File: config.mk
export PLATFORM = sky130hd
export DESIGN_NAME = if_fetch_flat
export DESIGN_NICKNAME = d
export VERILOG_FILES = /design/src/rtl/if_fetch_if.sv /design/src/rtl/if_fetch.sv /design/src/flat_wrapper.sv
export SDC_FILE = /design/constraint.sdc
export NUM_CORES = 1
export LEC_CHECK = 0
export CAP_MARGIN = 0
export CORE_MARGIN = 4
export CORE_UTILIZATION = 45
export DETAILED_ROUTE_END_ITERATION = 16
export GPL_TIMING_DRIVEN = 0
export PLACE_DENSITY = 0.77
export SKIP_CTS_REPAIR_TIMING = 1
export SLEW_MARGIN = 15
export SYNTH_ARGS = -nofsm -noshare
export SYNTH_HDL_FRONTEND = slang
export SYNTH_SLANG_ARGS = --single-unit
File: constraint.sdc
create_clock -name clk -period 4.9 [get_ports clk]
set_input_delay 0.735 -clock clk [delete_from_list [all_inputs] [get_ports clk]]
set_output_delay 0.735 -clock clk [all_outputs]
set_load 0.03 [all_outputs]
File: src/rtl/if_fetch_if.sv
// Fetch-stage bus: hazard/redirect controls from the pipeline, the IROM
// address/data pair, and the IF/ID-facing instruction outputs.
interface if_fetch_if #(
  parameter int ADDR_W = 14
);
  logic              stall;
  logic              redirect;
  logic [31:0]       redirect_pc;
  logic [ADDR_W-1:0] irom_addr;
  logic [31:0]       irom_rdata;
  logic [31:0]       IF_inst;
  logic [31:0]       IF_pc;
  logic [31:0]       IF_pc4;
  logic              IF_valid;
  logic [31:0]       fetch_cnt;

  // Fetch stage side
  modport master (
    input  stall, redirect, redirect_pc, irom_rdata,
    output irom_addr, IF_inst, IF_pc, IF_pc4, IF_valid, fetch_cnt
  );

  // Pipeline / IROM side
  modport slave (
    output stall, redirect, redirect_pc, irom_rdata,
    input  irom_addr, IF_inst, IF_pc, IF_pc4, IF_valid, fetch_cnt
  );
endinterface

File: src/rtl/if_fetch.sv
// Instruction-fetch stage: owns the fetch PC, drives a synchronous-read IROM,
// holds the presented instruction across stalls and inserts one bubble on
// redirect. Counts instructions accepted by IF/ID.
// Note: the bus interface must be instantiated with the same ADDR_W.
module if_fetch #(
  parameter logic [31:0] RESET_PC = 32'h0000_0000,
  parameter int          ADDR_W   = 14
) (
  input logic         clk,
  input logic         rst_n,   // asynchronous, active-high
  if_fetch_if.master  bus
);
  localparam logic [31:0] PC0 = RESET_PC & 32'hFFFF_FFFC;

  logic [31:0] pc_req;      // address currently on the IROM
  logic [31:0] resp_pc;     // PC of the data on irom_rdata
  logic        resp_valid;
  logic [31:0] hold_inst;   // instruction captured on stall entry
  logic        hold_v;
  logic [31:0] cnt;

  // PC / response / hold state; redirect beats stall beats advance
  always_ff @(posedge clk or posedge rst_n) begin
    if (rst_n) begin
      pc_req     <= PC0;
      resp_pc    <= '0;
      resp_valid <= 1'b0;
      hold_inst  <= '0;
      hold_v     <= 1'b0;
    end else if (bus.redirect) begin
      // data returning next cycle is wrong-path: drop it
      pc_req     <= bus.redirect_pc & 32'hFFFF_FFFC;
      resp_valid <= 1'b0;
      hold_v     <= 1'b0;
    end else if (bus.stall) begin
      // ROM keeps reading pc_req, so park the presented word once
      if (resp_valid && !hold_v) begin
        hold_inst <= bus.irom_rdata;
        hold_v    <= 1'b1;
      end
    end else begin
      resp_pc    <= pc_req;
      resp_valid <= 1'b1;
      pc_req     <= pc_req + 32'd4;
      hold_v     <= 1'b0;
    end
  end

  // Delivered-instruction counter, wraps naturally
  always_ff @(posedge clk or posedge rst_n) begin
    if (rst_n)
      cnt <= '0;
    else if (resp_valid && !bus.stall && !bus.redirect)
      cnt <= cnt + 32'd1;
  end

  assign bus.irom_addr = pc_req[ADDR_W+1:2];
  assign bus.IF_valid  = resp_valid;
  assign bus.IF_inst   = !resp_valid ? 32'd0 : (hold_v ? hold_inst : bus.irom_rdata);
  assign bus.IF_pc     = resp_valid ? resp_pc : 32'd0;
  assign bus.IF_pc4    = resp_valid ? resp_pc + 32'd4 : 32'd0;
  assign bus.fetch_cnt = cnt;
endmodule

File: src/flat_wrapper.sv
// flat-port wrapper written by rule: the top's interface ports become plain ports
module if_fetch_flat 
#(
  parameter logic [31:0] RESET_PC = 32'h0000_0000,
  parameter int          ADDR_W   = 14
)
  (clk, rst_n, bus_stall, bus_redirect, bus_redirect_pc, bus_irom_rdata, bus_irom_addr, bus_IF_inst, bus_IF_pc, bus_IF_pc4, bus_IF_valid, bus_fetch_cnt);
  if_fetch_if #(.ADDR_W(ADDR_W)) bus_i ();
  input logic clk;
  input logic rst_n;
  input wire logic [$bits(bus_i.stall)-1:0] bus_stall;
  input wire logic [$bits(bus_i.redirect)-1:0] bus_redirect;
  input wire logic [$bits(bus_i.redirect_pc)-1:0] bus_redirect_pc;
  input wire logic [$bits(bus_i.irom_rdata)-1:0] bus_irom_rdata;
  output wire logic [$bits(bus_i.irom_addr)-1:0] bus_irom_addr;
  output wire logic [$bits(bus_i.IF_inst)-1:0] bus_IF_inst;
  output wire logic [$bits(bus_i.IF_pc)-1:0] bus_IF_pc;
  output wire logic [$bits(bus_i.IF_pc4)-1:0] bus_IF_pc4;
  output wire logic [$bits(bus_i.IF_valid)-1:0] bus_IF_valid;
  output wire logic [$bits(bus_i.fetch_cnt)-1:0] bus_fetch_cnt;
  assign bus_i.stall = bus_stall;
  assign bus_i.redirect = bus_redirect;
  assign bus_i.redirect_pc = bus_redirect_pc;
  assign bus_i.irom_rdata = bus_irom_rdata;
  assign bus_irom_addr = bus_i.irom_addr;
  assign bus_IF_inst = bus_i.IF_inst;
  assign bus_IF_pc = bus_i.IF_pc;
  assign bus_IF_pc4 = bus_i.IF_pc4;
  assign bus_IF_valid = bus_i.IF_valid;
  assign bus_fetch_cnt = bus_i.fetch_cnt;
  if_fetch #(.RESET_PC(RESET_PC), .ADDR_W(ADDR_W)) u_core (.clk(clk), .rst_n(rst_n), .bus(bus_i));
endmodule
==> impl_metrics.yaml <==
placed_design:
  dp_cells: 1127
  io_buffers: 204
  place_ws_ns: 1.47
  placed_area_um2: 9450
  dpl.hpwl_um: 15400
  routabilityCongestion: 0.877
sta:
  drv_slew: 0
  skew_ns: 0.00783
  setup_ws_ns: 0.991
  fin_crit_sh_pct: 79.8
  finalSetupViolations: 0
  clock.fmax_mhz: 256
  finalHoldViolCount: 0
  slew_headroom_pct: 49.6
  fin_crit_ns: 3.91
  rsz0062_at_grt: "no"
  worstMarginPinSlew_ns: 0.750
synth:
  synth_area_um2: 7100
  syn-mean-instance-area_um2: 10.0
  ys_ff_latch: 126
  synth_xor_area_share_pct: 9.87
  synth_seq_area_share_pct: 44.4
  yosys.area_share.simple_pct: 22.1
  ys_types: 48
  synth_fa_ha_area_share_pct: 0.529
  synth_top_family_by_area: "simple AND/OR/NAND/NOR gates"
  synth-async-reset-ratio_pct: 100
  synthCells: 708
  synth_compound_area_share_pct: 3.10
  synth-main-ff-cell: "dfrtp_1"
  yosys_warnings: 0
  synthMuxAreaShare_pct: 15.1
  synth_edf_count: 0
die:
  start_util_pct: 46.3
  ios: 211
  fp.dieW_um: 134
  dieArea_um2: 17800
  die_h_um: 134
  core_area_um2: 15300
  num_rows: 45
power:
  total_power_mw: 3.55
  seqPwrFrac_pct: 38.4
  cell_internal_pwr_mw: 2.44
  powerDensity_nw_per_um2: 353
  p_leak_nw: 4.01
  power_switching_mw: 1.10
  irDropWorstVdd_v: 0.000261
  clkPwrFrac_pct: 36.6
  combinationalPowerShare_pct: 25.0
  switching_share_pct: 31.1
finish:
  syn2layout_area_growth_pct: 41.7
  seqCellArea_um2: 3150
  diodes: 0
  final_cell_area_um2: 10100
  nFillCells: 1306
  instances_no_fill: 1159
  drive_gt1_share_pct: 15.1
  multiInputGateArea_um2: 3610
  fin_util_pct: 65.7
  num-nets-final: 1006
route:
  dr.pass1.iters: 4
  drc_errors: 0
  drt_iter0_markers: 318
  wl_um: 20300
  routedWlPerCell_um: 17.5
  avgViaCountPerCell: 5.18
  vias: 6002
  postRouteAntennaNets: 0
flow_run:
  timing.max_cap.violations: 0
clocking:
  cts_buffers: 17
  path_clk_slew_ns: 0.06
  clk_latency_ns: 0.42
  cts.sinks: 126
  h-tree-depth: 4
  root_buffer: "clkbuf_16"
  cts_tree: "yes"
  clockBufferDepth: 2
critical_path:
  cp.arrival_ns: 3.17
  endpoint_kind: "output port"
  critPathKind: "flip-flop to output port"
  critPathLaunchType: "flip-flop"
  crit_required_ns: 4.16
  worst-path-max-fanout: 7
worst_hold_path:
  hold_class: "flip-flop to flip-flop"
global_route:
  grt_start_max_net_pins: 80
  first_global_vias: 5935
  grt_pass1_wl_um: 32000
  antenna_found_initial: 0
  grt_usage_pct: 22.8
  overflow: 0
status:
  status: "finished clean"
## metrics by stage
stage,setup TNS (ns),hold slack [ns]
2_1_floorplan,0,0.480
3_3_place_gp,-130.36,0.479
3_5_place_dp,0,0.476
4_1_cts,0,0.487
5_1_grt,0,0.502
6_report,0,0.486
## path summary, 6_finish.rpt
check | from | to | slack [ns] | cells past startpoint
worst max register to register | u_core.bus.fetch_cnt[0]$_DFFE_PP0P_ | u_core.bus.fetch_cnt[26]$_DFFE_PP0P_ | 2.76 | 7
min in group asynchronous | rst_n | u_core.hold_inst[15]$_DFFE_PP0P_ | 0.72 | 2
worst min-delay path | u_core.bus.fetch_cnt[29]$_DFFE_PP0P_ | u_core.bus.fetch_cnt[29]$_DFFE_PP0P_ | 0.49 | 1
max in group asynchronous | rst_n | u_core.pc_req[27]$_DFFE_PP0N_ | 3.44 | 3
worst max-delay path | u_core.resp_pc[2]$_DFFE_PP0P_ | bus_IF_pc4[24] | 0.99 | 7
worst min register to register | u_core.bus.fetch_cnt[29]$_DFFE_PP0P_ | u_core.bus.fetch_cnt[29]$_DFFE_PP0P_ | 0.49 | 1
## cell usage after synthesis, drive strengths merged, types with 2 or more instances
| master | number | area share, % |
|---|---|---|
| xnor2 | 43 | 5.3 |
| xor2 | 37 | 4.6 |
| and3 | 7 | 0.62 |
| inv | 10 | 0.53 |
| mux2i | 33 | 4.7 |
| nand2 | 58 | 3.1 |
| a21oi | 6 | 0.42 |
| dfrtp | 126 | 44 |
| nor3b | 2 | 0.28 |
| nor3 | 16 | 1.3 |
| nand4 | 31 | 3.2 |
| mux2 | 66 | 10 |
| and4 | 10 | 1.2 |
| nand3 | 35 | 2.5 |
| nor4 | 8 | 1.2 |
| nor2b | 2 | 0.18 |
| ha | 3 | 0.53 |
| clkbuf | 16 | 0.85 |
| nor2 | 74 | 3.9 |
| o21ai | 28 | 2.0 |
| a211o | 2 | 0.25 |
| and2 | 35 | 3.1 |
| or2 | 3 | 0.26 |
| or3 | 5 | 0.44 |
| buf | 40 | 3.4 |
## cell families after synthesis
| family | count (synthesis) |
|---|---|
| buffers and inverters | 66 |
| AO/OA/AOI/OAI | 40 |
| adder cells (fa/ha/maj) | 3 |
| flip-flops | 126 |
| multiplexers | 99 |
| AND/OR/NAND/NOR | 293 |
| XOR/XNOR | 80 |
| other | 1 |
## cell type report
type	instances	area share, %
Tap cell	211	2.63
Clock buffer	22	4.72
Buffer	56	3.01
Inverter	10	0.423
Clock inverter	10	1.36
Timing Repair Buffer	205	20.6
Multi-Input combinational cell	519	35.9
Sequential cell	126	31.4
## sequential cells by signal (all words and copies together), names as in the netlist
register,cells
u_core.bus.IF_valid,1
u_core.bus.fetch_cnt,32
u_core.hold_inst,32
u_core.hold_v,1
u_core.pc_req,30
u_core.resp_pc,30
## metal layers
layer | wire (um) | GRT usage [%] | part of all wire (%)
met5 | 0 | 0 | 0
met4 | 512 | 8.69 | 2.5
met3 | 1010 | 4.00 | 5.0
met1 | 8740 | 29.5 | 43
met2 | 10100 | 38.5 | 49
## power groups by stage
stage,combinational (mW),clock [mW],sequential (mW)
after global placement,0.874,0,1.36
after CTS,0.898,1.31,1.35
after global routing,0.954,1.35,1.38
final,0.888,1.30,1.36
after floorplan,0.529,0,1.35
after detailed placement,0.892,0,1.37
## critical path, cell delays in order (launching register included)
cell and delay, ns:
dfrtp_1 0.43, ha_1 0.37, nand4_1 0.15, nor4_2 0.59, nand4_1 0.21, xor2_1 0.21, nor2_1 0.11, clkdlybuf4s50_1 0.68
## placed cells by master, fill, tap and decap left out, drive strengths merged, types with 3 or more instances in the layout
master	instances
clkdlybuf4s50	204
dfrtp	126
nor2	74
mux2	66
nand2	58
xnor2	43
buf	41
clkbuf	38
xor2	37
nand3	35
and2	35
mux2i	33
nand4	31
o21ai	28
nor3	16
and4	10
inv	10
nor4	8
and3	7
a21oi	6
or3	5
conb	4
clkinv	4
ha	3
bufinv	3
clkinvlp	3
or2	3
(Power assumes the default switching activity.)
